[src/rtl/wishbone_target_classic.sv]
// Wishbone classic-cycle register target: NUM_REGS registers, optional wait
// states, error termination for out-of-range addresses.
module wishbone_target_classic #(
  parameter int unsigned DAT_WIDTH   = 8,
  parameter int unsigned ADR_WIDTH   = 4,
  parameter int unsigned NUM_REGS    = 8,
  parameter int unsigned WAIT_STATES = 0
) (
  input  logic                          clk_i,
  input  logic                          rst_ni,
  input  logic                          cyc_i,
  input  logic                          stb_i,
  input  logic                          we_i,
  input  logic [ADR_WIDTH-1:0]          adr_i,
  input  logic [DAT_WIDTH-1:0]          dat_i,
  output logic [DAT_WIDTH-1:0]          dat_o,
  output logic                          ack_o,
  output logic                          err_o,
  output logic [NUM_REGS*DAT_WIDTH-1:0] regs_o,
  output logic [NUM_REGS-1:0]           wr_pulse_o
);

  localparam logic [3:0] CNT_LOAD = (WAIT_STATES == 0) ? 4'd0 : 4'(WAIT_STATES - 1);

  typedef enum logic [1:0] {S_IDLE, S_WAIT, S_RESP} state_t;

  state_t                      r_state, w_state_nxt;
  logic [3:0]                  r_cnt, w_cnt_nxt;
  logic                        r_we;
  logic [ADR_WIDTH-1:0]        r_adr;
  logic [DAT_WIDTH-1:0]        r_dat;
  logic [NUM_REGS*DAT_WIDTH-1:0] r_regs;

  logic                        w_req;
  logic                        w_capture;
  logic                        w_enter_resp;
  logic                        w_we;
  logic [ADR_WIDTH-1:0]        w_adr;
  logic [DAT_WIDTH-1:0]        w_dat;
  logic [NUM_REGS-1:0]         w_sel;
  logic                        w_valid;
  logic [DAT_WIDTH-1:0]        w_rd;

  assign w_req  = cyc_i && stb_i;
  assign regs_o = r_regs;

  always_ff @(posedge clk_i or negedge rst_ni) begin
    if (!rst_ni) begin
      r_state <= S_IDLE;
      r_cnt   <= 4'd0;
    end else begin
      r_state <= w_state_nxt;
      r_cnt   <= w_cnt_nxt;
    end
  end

  always_comb begin
    w_state_nxt  = r_state;
    w_cnt_nxt    = r_cnt;
    w_capture    = 1'b0;
    w_enter_resp = 1'b0;
    unique case (r_state)
      S_IDLE: begin
        if (w_req) begin
          w_capture = 1'b1;
          if (WAIT_STATES == 0) begin
            w_state_nxt  = S_RESP;
            w_enter_resp = 1'b1;
          end else begin
            w_state_nxt = S_WAIT;
            w_cnt_nxt   = CNT_LOAD;
          end
        end
      end
      S_WAIT: begin
        if (!w_req) begin
          w_state_nxt = S_IDLE;
          w_cnt_nxt   = 4'd0;
        end else if (r_cnt == 4'd0) begin
          w_state_nxt  = S_RESP;
          w_enter_resp = 1'b1;
        end else begin
          w_cnt_nxt = r_cnt - 4'd1;
        end
      end
      S_RESP:  w_state_nxt = S_IDLE;
      default: w_state_nxt = S_IDLE;
    endcase
  end

  // With no wait states RESP is entered on the capture edge, so use the live bus.
  assign w_we  = (r_state == S_IDLE) ? we_i  : r_we;
  assign w_adr = (r_state == S_IDLE) ? adr_i : r_adr;
  assign w_dat = (r_state == S_IDLE) ? dat_i : r_dat;

  always_comb begin
    w_sel = '0;
    w_rd  = '0;
    for (int k = 0; k < int'(NUM_REGS); k++) begin
      if (w_adr == ADR_WIDTH'(k)) begin
        w_sel[k] = 1'b1;
        w_rd     = r_regs[k*DAT_WIDTH +: DAT_WIDTH];
      end
    end
  end

  assign w_valid = |w_sel;

  always_ff @(posedge clk_i or negedge rst_ni) begin
    if (!rst_ni) begin
      r_we       <= 1'b0;
      r_adr      <= '0;
      r_dat      <= '0;
      r_regs     <= '0;
      ack_o      <= 1'b0;
      err_o      <= 1'b0;
      dat_o      <= '0;
      wr_pulse_o <= '0;
    end else begin
      if (w_capture) begin
        r_we  <= we_i;
        r_adr <= adr_i;
        r_dat <= dat_i;
      end
      ack_o      <= w_enter_resp && w_valid;
      err_o      <= w_enter_resp && !w_valid;
      dat_o      <= (w_enter_resp && w_valid && !w_we) ? w_rd : '0;
      wr_pulse_o <= (w_enter_resp && w_we) ? w_sel : '0;
      for (int k = 0; k < int'(NUM_REGS); k++) begin
        if (w_enter_resp && w_we && w_sel[k]) begin
          r_regs[k*DAT_WIDTH +: DAT_WIDTH] <= w_dat;
        end
      end
    end
  end

endmodule

[config.mk]
export PLATFORM = sky130hd
export DESIGN_NAME = wishbone_target_classic
export DESIGN_NICKNAME = d
export VERILOG_FILES = /design/src/rtl/wishbone_target_classic.sv
export SDC_FILE = /design/constraint.sdc
export NUM_CORES = 1
export LEC_CHECK = 0
export ABC_AREA = 1
export CAP_MARGIN = 10
export CORE_MARGIN = 5
export CORE_UTILIZATION = 30
export DETAILED_ROUTE_END_ITERATION = 6
export SLEW_MARGIN = 20
export SYNTH_ARGS = -nofsm -noshare
export SYNTH_HDL_FRONTEND = slang
export SYNTH_SLANG_ARGS = --single-unit
[constraint.sdc]
create_clock -name clk_i -period 2.1 [get_ports clk_i]
set_input_delay 0.21 -clock clk_i [delete_from_list [all_inputs] [get_ports clk_i]]
set_output_delay 0.21 -clock clk_i [all_outputs]
set_load 0.1 [all_outputs]
# Word level (Yosys, flattened, before mapping)
# Index checks and enable logic that the tools add are counted.
dict set report word_totals {
  reg_bits 101
  inputBits 17
  out_inout_bits 82
  elab_cells 82
}
dict set report classes {
  add_sub_neg 1
  eq_ne 11
  muxes 32
  reduce_logical 21
}
# cell count
set op_table {}
lappend op_table {{$mux 8} 11}
lappend op_table {{$eq 4x3->1 const B} 4}
lappend op_table {{$logic_and 1x1->1} 13}
lappend op_table {{$mux 1} 13}
lappend op_table {{$mux 4} 3}
lappend op_table {{$eq 4x2->1 const B} 2}
lappend op_table {{$logic_not 4->1} 2}
lappend op_table {{$reduce_or 8->1} 1}
lappend op_table {{$mux 2} 3}
lappend op_table {{$eq 4x1->1 const B} 1}
lappend op_table {{$ne 2x2->1 const B} 2}
lappend op_table {{$pmux 2 s2} 1}
lappend op_table {{$reduce_and 2->1} 2}
lappend op_table {{$sub 4x1->4 const B} 1}
lappend op_table {{$ne 3x3->1 const B} 1}
lappend op_table {{$eq 2x1->1 const B} 1}
lappend op_table {{$logic_not 1->1} 2}
lappend op_table {{$logic_not 2->1} 1}
lappend op_table {{$pmux 1 s2} 1}

# Depth between registers and ports, before layout
# Gate-level depths: netlist of run 1.
dict set report depth {
  word_depth 12
  depth_mapped 11
  ltp_nobuf 10
}

# Worst setup path after synthesis of run 1
# OpenSTA, ideal clock, no wires.
dict set report synth_path {
  path_kind {reg2reg}
  from {register r_state[1]}
  to {register r_regs[0] (netlist: regs_o[0])}
  setup_time_ns 0.128
  t_arrival_ns 1.585
  required_time_ns 1.972
  path_slack_ns 0.387
  stages_incl_launch_ff 8
  path_buffers 1
  period_less_slack_ns 1.713
  path_cell_list {dfrtp_1 inv_2 nand3_2 inv_2 nand2_8 buf_6 nor2_8 mux2_1}
}
dict set report synth_via {
  elab_chain_cells 5
  word_cells_on_any_way 10
  cone_classes {eq/ne: 1; mux: 5; reduce/logical: 4}
}
# item line
set synth_rtl {}
lappend synth_rtl {{from (decl)} 27} ;# state_t r_state, w_state_nxt;
lappend synth_rtl {{from (signal assigned)} 52} ;# r_state <= w_state_nxt;
lappend synth_rtl {{$logic_not 2->1} --}
lappend synth_rtl {{$mux 4} 93} ;# assign w_adr = (r_state == S_IDLE) ? adr_i : r_adr;
lappend synth_rtl {{$logic_not 4->1} 100} ;# if (w_adr == ADR_WIDTH'(k)) begin
lappend synth_rtl {{$mux 1} 100}
lappend synth_rtl {{$logic_and 1x1->1} 130} ;# if (w_enter_resp && w_we && w_sel[k]) begin
lappend synth_rtl {{to (signal, indexed assignment)} 131} ;# r_regs[k*DAT_WIDTH +: DAT_WIDTH] <= w_dat;
lappend synth_rtl {{to (decl)} 32} ;# logic [NUM_REGS*DAT_WIDTH-1:0] r_regs;
# Parallel ways exist; a longest one is shown, timed or not.
# A chain may end at the register's enable or synchronous reset.

# Worst setup path in the final report of run 1
dict set report layout_path {
  from {register r_state[1]}
  to {register r_regs[2] (netlist: regs_o[2])}
}
# Same word-level chain as after synthesis.

==> key figures, run 1 <==
Detailed routing
  – DRC: 0
  – Drt first pass iters: 4
  – Number of routed nets with antenna violations: 0
  – DR WL/cell: 16.4 um
  – Via/cell ratio: 4.68
  – Starting DRC count in detailed routing: 239
  – Vias: 3,511
  – DRT Wirelength: 12.3 mm

Critical path
  – R2r startpoint: r_state[1]
  – Crit start category: flop
  – Most frequent CP cell: nand2_1
  – Data arrival, critical path: 2.14 ns
  – CP endpoint: regs_o[2]
  – Worst reg-to-reg path cell count: 7
  – R2R setup slack: 0.19 ns
  – Crit path max-delay family: simple AND/OR/NAND/NOR gates
  – Crit path buf inv count: 1
  – Worst path depth: 7
  – Setup crit end kind: flop
  – Crit. Startpoint: r_state[1]
  – Worst-path maximum fanout: 12
  – Worst path required time: 2.33 ns
  – Worst Path Class, Setup: reg2reg
  – Worst R2R End: regs_o[2]
  – Slowest-stage cell, CP: dfrtp_2
  – Crit-path max cell delay: 0.45 ns
  – Crit path cell chain: inv_2 -> nand2_1 -> nand2_1 -> nor2_4 -> nand2_1 -> nor2_8 -> mux2_1

Power
  – PwrDens: 1200 nW/um^2
  – Leakage power: 0.00315 uW
  – Maximum vdd drop: 0.000729 V
  – Switching pwr: 3350 uW
  – Power Internal: 3580 uW
  – Clock power share: 23.2%
  – Comb pwr share: 42.3%
  – Flop pwr share: 34.5%
  – Sw Ratio: 48.3%
  – Tot Pwr: 6940 uW

Clock network
  – Clock Path Buffers: 2
  – Sink Count: 96
  – TritonCTS clock tree: done
  – CTS Buf Count: 9
  – CTS Root Cell: clkbuf_16
  – H-tree levels: 3
  – Worst-path clk slew: 0.07 ns
  – Later-pin clock latency in the skew report: 0.35 ns

Timing
  – Hold Violations, Final: 0
  – RSZ-0062 raised after global routing: no
  – Final period util: 90.8%
  – Slew @ Worst Pin: 0.619 ns
  – Fin Setup TNS: 0 ns
  – Pins Over Slew Limit: 0
  – Minimum clock period after layout: 1.91 ns
  – Fmax: 524 MHz
  – WHS: 0.426 ns
  – Worst rel slew slack: 58.7%
  – Final setup fails: 0
  – Worst clock skew: 0.00956 ns

Placed design
  – Placer Congestion: 0.813
  – Port Buffer Count: 98
  – Final HPWL DP: 9.31 mm

Die
  – Row count: 44
  – DIE WIDTH: 131 um
  – Core box area: 14,400 sq um
  – IO Pins: 99
  – Die Ht: 131 um
  – Die Area: 17,000 sq um
  – Starting Density: 30.3%

GRT
  – First-pass GRT wire length: 19.5 mm
  – Largest net degree at the start of global routing: 47
  – Grt met1 use: 20.6%
  – Total GRT Usage: 15.1%
  – Number of global-route vias before repair: 3,579
  – Total gr overflow: 0
  – Met2 Track Usage GR: 24.0%
  – GRT busiest layer: met2
  – Initial antenna violation count: 0
  – Grt met3 use: 3.29%

Logic synthesis
  – Synth warnings: 0
  – Sequential share of the synthesized area: 55.1%
  – Syn_area_per_cell: 9.88 sq um
  – Cell count after synthesis: 441
  – Synth cell types: 28
  – Synth Net Count: 458
  – Syn Std Cell Area: 4360 sq um
  – #FFs+latches synth: 96

Outcome
  – Status: finished clean

Cells and area
  – Synth-to-layout area growth: 32.4%
  – Share of layout cells above drive strength 1: 28.8%
  – # fillers: 1,423
  – Ant diodes: 0
  – Nets: 578
  – Fin util: 40.2%

Min path
  – Worst Hold Class: in2async

Flow run
  – MaxCap Viol Count: 0
## registers in the layout, summed over array words and instances (netlist names)
name	count
ack_o	1
dat_o	8
err_o	1
r_adr	4
r_dat	8
r_state	1
r_we	1
regs_o	64
wr_pulse_o	8
## worst min-delay path by stage
stage,from,endpoint,slack (ns),depth (start not counted)
3_5_place_dp,rst_ni,wr_pulse_o[4],0.26,1
4_1_cts,rst_ni,regs_o[33],0.44,2
3_3_place_gp,rst_ni,wr_pulse_o[4],0.26,1
6_report,rst_ni,wr_pulse_o[4],0.43,2
2_1_floorplan,rst_ni,ack_o,-0.09,0
5_1_grt,dat_i[4],r_dat[4],0.46,3
## routing by layer
metal	vias up	share of wire [%]
li1	1693	-
met1	1698	44
met2	106	48
met3	14	6.5
met4	0	1.4
met5	-	0
## layout make-up
type | instances | area (sq um) | area share (%)
Clock inverter | 5 | 37.5 | 0.651
Inverter | 43 | 164 | 2.84
Tap cell | 184 | 230 | 3.99
Sequential cell | 96 | 2400 | 41.7
Clock buffer | 11 | 253 | 4.38
Multi-Input combinational cell | 291 | 1730 | 30.0
Timing Repair Buffer | 120 | 953 | 16.5
## repair_timing
item / 4_1_cts / 5_1_grt
gates resized for setup: 0 / 1
setup buffers: 0 / 0
hold buffers: 1 / 0
endpoints found under the hold margin: 43 / 0
setup endpoints to repair: 0 / 42
## worst reg2reg max path, stage by stage (launching register included)
cell,delay [ns]
dfrtp_2,0.45
inv_2,0.11
nand2_1,0.09
nand2_1,0.11
nor2_4,0.28
nand2_1,0.20
nor2_8,0.20
mux2_1,0.35
## cells in the mapped netlist
cell      count  area share (%)
nand2_1     103             8.9
dfrtp_1      96              55
o21ai_0      44             5.1
inv_1        38             3.3
nand3_1      33             3.8
mux2_1       24             6.2
nor2_1       20             1.7
mux2_2       15             3.9
a21oi_1      10             1.1
o21ai_1      10             1.1
nor2_8        7             3.2
nand2_2       6            0.86
nand4_1       6            0.86
nor2_4        5             1.3
inv_2         4            0.34
buf_2         3            0.34
buf_4         3            0.52
clkbuf_1      3            0.26
and2_1        2            0.29
a21oi_2       1            0.20
buf_1         1           0.086
buf_6         1            0.26
inv_4         1            0.14
nand2_8       1            0.46
nand3_2       1            0.23
nor2_2        1            0.14
nor3_1        1            0.11
o21bai_1      1            0.17
## power groups by stage
stage | Combinational [uW] | Sequential, uW | Clock (uW)
6_report | 2930 | 2400 | 1610
5_1_grt | 3050 | 2430 | 1710
4_1_cts | 2960 | 2390 | 1650
3_5_place_dp | 2950 | 2430 | 0
3_3_place_gp | 2930 | 2420 | 0
2_1_floorplan | 429 | 4160 | 0
## per-stage QoR
step / instances / cell area, sq um / worst slack [ns]
2_1_floorplan: 441 / 4360 / 0.387
3_3_place_gp: 733 / 5470 / 0.101
3_5_place_dp: 733 / 5470 / 0.0535
4_1_cts: 750 / 5770 / 0.0737
5_1_grt: 750 / 5770 / 0.00219
6_report: 750 / 5770 / 0.192
## logic make-up after synthesis
| logic type | Yosys count | synth area share [%] |
|---|---|---|
| multiplexers | 39 | 10.1 |
| AND/OR/NAND/NOR | 186 | 21.8 |
| flip-flops | 96 | 55.1 |
| buffers and inverters | 54 | 5.23 |
| AO/OA/AOI/OAI | 66 | 7.72 |
## layout by cell type, fill, tap and decap left out
master / count
buf_4: 103
nand3_2: 1
o21bai_1: 1
mux2_2: 15
o21ai_1: 10
inv_2: 4
dlygate4sd3_1: 1
o21ai_0: 44
nor2_1: 20
nand4_1: 6
inv_1: 38
nand3_1: 33
nor3_1: 1
dfrtp_2: 1
nor2_4: 5
clkbuf_16: 9
inv_4: 1
nand2_1: 103
a21oi_2: 1
dfrtp_1: 95
inv_6: 2
mux2_1: 24
a21oi_1: 10
clkbuf_8: 2
nand2_2: 6
nor2_2: 1
buf_12: 1
nand2_8: 1
clkinvlp_4: 2
clkinv_2: 1
nor2_8: 7
clkdlybuf4s50_1: 15
and2_1: 2
Note: power is estimated with default switching activity, not from simulation.
==> run 2, diff against run 1 <==
--- a/config.mk
+++ b/config.mk
@@ -6,8 +6,7 @@
 export NUM_CORES = 1
 export LEC_CHECK = 0
 export ABC_AREA = 1
-export CAP_MARGIN = 10
-export CORE_MARGIN = 5
+export CORE_MARGIN = 1.5
 export CORE_UTILIZATION = 30
 export DETAILED_ROUTE_END_ITERATION = 6
 export SLEW_MARGIN = 20
==> run 2 against run 1 <==
  * Combinational power hardly changed
  * Sequential share of layout area is 0.68 points lower
  * Fmax is 1.3% lower
  * Core utilization is 1.6 points higher
  * Global-route usage is 2.8 points higher
  * Via count is 0.26% higher
  * Critical path type unchanged
  * Largest power group unchanged
==> key figures, run 2 (synthesis results as in run 1) <==
Timing
  – Slew @ Worst Pin: 0.382 ns (was 0.619 ns)
  – Final period util: 92.1% (was 90.8%)
  – WHS: 0.324 ns (was 0.426 ns)
  – Fmax: 517 MHz (was 524 MHz)
  – Worst clock skew: 0.0101 ns (was 0.00956 ns)
  – Hold Violations, Final: 0 (unchanged)
  – Worst rel slew slack: 74.5% (was 58.7%)
  – Final setup fails: 0 (unchanged)
  – Minimum clock period after layout: 1.93 ns (was 1.91 ns)
  – Fin worst setup slack: 0.167 ns (was 0.192 ns)
  – Pins Over Slew Limit: 0 (unchanged)
  – Fin Setup TNS: 0 ns (unchanged)

GRT
  – First-pass GRT wire length: 19.8 mm (was 19.5 mm)
  – Initial antenna violation count: 1 (was 0)
  – Number of global-route vias before repair: 3,519 (was 3,579)
  – Largest net degree at the start of global routing: 71 (was 47)
  – Total GRT Usage: 17.9% (was 15.1%)
  – Total gr overflow: 0 (unchanged)

Cells and area
  – Fin cells: 746 (was 750)
  – Synth-to-layout area growth: 34.6% (was 32.4%)
  – Ant diodes: 0 (unchanged)
  – Commonest non-fill, non-tap cell in the layout: nand2_1
  – Max FFs per register: 64 (unchanged)
  – Most frequent cells in the layout: 103 x nand2_1, 102 x buf_4, 95 x dfrtp_1, 44 x o21ai_0, 38 x inv_1 (was 103 x nand2_1, 103 x buf_4, 95 x dfrtp_1, 44 x o21ai_0, 38 x inv_1)
  – Nets: 579 (was 578)
  – Share of layout cells above drive strength 1: 28.8% (unchanged)

Detailed routing
  – DRC: 0 (unchanged)
  – Top Layer Used: met4 (unchanged)
  – Number of routed nets with antenna violations: 0 (unchanged)
  – Drt first pass iters: 4 (unchanged)
  – DR WL/cell: 16.8 um (was 16.4 um)
  – DRT Wirelength: 12.5 mm (was 12.3 mm)
  – Vias: 3,520 (was 3,511)
  – Starting DRC count in detailed routing: 292 (was 239)
  – Detailed route wirelength on metal2: 5.99 mm (was 5.86 mm)
  – DR WL met3: 742 um (was 807 um)
  – Met1 WL: 5.57 mm (was 5.48 mm)
  – Via/cell ratio: 4.72 (was 4.68)

Placed design
  – Placed cell count: 729 (was 733)
  – Port Buffer Count: 98 (unchanged)
  – Placer Congestion: 0.891 (was 0.813)
  – Final HPWL DP: 9.17 mm (was 9.31 mm)
  – Post-Place Worst Slack: 0.0306 ns (was 0.0535 ns)

Power
  – Power Internal: 4000 uW (was 3580 uW)
  – Maximum vdd drop: 0.000898 V (was 0.000729 V)
  – Comb pwr share: 40.4% (was 42.3%)
  – Switching pwr: 3320 uW (was 3350 uW)
  – Clock power share: 27.0% (was 23.2%)
  – PwrDens: 1250 nW/um^2 (was 1200 nW/um^2)
  – Leakage power: 0.00320 uW (was 0.00315 uW)
  – Flop pwr share: 32.7% (was 34.5%)
  – Sw Ratio: 45.4% (was 48.3%)

Die
  – Die Area: 15,300 sq um (was 17,000 sq um)
  – Row count: 43 (was 44)
  – Core box area: 14,000 sq um (was 14,400 sq um)
  – IO Pins: 99 (unchanged)
  – Starting Density: 31.0% (was 30.3%)
  – Die Ht: 124 um (was 131 um)
  – DIE WIDTH: 124 um (was 131 um)

Clock network
  – CTS Buf Count: 9 (unchanged)
  – TritonCTS clock tree: done (unchanged)
  – Later-pin clock latency in the skew report: 0.36 ns (was 0.35 ns)
  – Worst-path clk slew: 0.06 ns (was 0.07 ns)
  – CTS Root Cell: clkbuf_16 (unchanged)
  – Sink Count: 96 (unchanged)
  – H-tree levels: 3 (unchanged)
  – Clock Path Buffers: 2 (unchanged)

Min path
  – Worst Hold Class: in2async (unchanged)

Critical path
  – Most frequent CP cell: nand2_1 (unchanged)
  – Crit start category: flop (unchanged)
  – Worst path required time: 2.34 ns (was 2.33 ns)
  – Data arrival, critical path: 2.18 ns (was 2.14 ns)
  – Crit path cell chain: inv_2 -> nand2_1 -> nand2_1 -> nor2_4 -> buf_12 -> buf_12 -> nand3_1 -> nand3_1 -> nor2_1 -> nand4_1 -> nand2_1 -> inv_1 (was inv_2 -> nand2_1 -> nand2_1 -> nor2_4 -> nand2_1 -> nor2_8 -> mux2_1)
  – Worst Path Class, Setup: reg2reg (unchanged)
  – Setup crit end kind: flop (unchanged)
  – Crit-path max cell delay: 0.47 ns (was 0.45 ns)
  – Slowest-stage cell, CP: dfrtp_2 (unchanged)
  – Worst-path maximum fanout: 20 (was 12)

Flow run
  – MaxCap Viol Count: 0 (unchanged)

Outcome
  – Status: finished clean (unchanged)
run 2: worst max-delay path, delay by kind of cell (launching register included):
kind / cells / cell delay, ns
DFF: 1 / 0.47
and+or+nand+nor: 8 / 0.86
buffers and inverters: 4 / 0.49
run 2: power groups by stage:
stage	registers [uW]	logic, uW	clock network (uW)
3_3_place_gp	2420	2940	0
2_1_floorplan	4160	429	0
6_report	2390	2960	1980
3_5_place_dp	2420	2960	0
4_1_cts	2390	2970	2030
5_1_grt	2430	3080	2120
run 2: layout make-up:
| type | count | area [sq um] |
|---|---|---|
| fillers | 1382 | 8180 |
| flip-flops and latches | 96 | 2400 |
| multi-input cells | 291 | 1730 |
| repair buffers | 121 | 986 |
| clock buffers | 9 | 225 |
| well taps | 180 | 225 |
| inverters | 43 | 164 |
| clock inverters | 6 | 133 |
run 2: layer usage:
metal	up-vias	global-route usage, %
met5	-	0
met2	108	29.0
met1	1698	23.8
li1	1696	-
met4	0	5.82
met3	18	4.11
run 2: path summary, 6_finish.rpt:
| kind | startpoint | to | slack (ns) | cells after the start |
|---|---|---|---|---|
| max in group asynchronous | rst_ni | regs_o[62] | 1.08 | 3 |
| min reg2reg | r_dat[5] | r_dat[5] | 0.49 | 2 |
| max | r_state[1] | dat_o[4] | 0.17 | 12 |
| min in group clk_i | adr_i[2] | r_adr[2] | 0.43 | 3 |
| min | rst_ni | wr_pulse_o[4] | 0.32 | 2 |
| max reg2reg | r_state[1] | dat_o[4] | 0.17 | 12 |
run 2: timing repair:
action,4_1_cts,5_1_grt
hold endpoints to repair,26,0
endpoints found under the setup margin,0,38
resized for setup,0,1
buffers inserted,0,1
hold buffers,1,0
run 2: through the flow:
step / total power, uW / utilization, % / cell area, sq um
global placement: 5360 / 39.0 / 5480
finish: 7320 / 41.8 / 5860
detailed placement: 5380 / 39.0 / 5480
floorplan: 4590 / - / 4360
CTS: 7390 / 41.6 / 5840
global route: 7630 / 41.8 / 5860
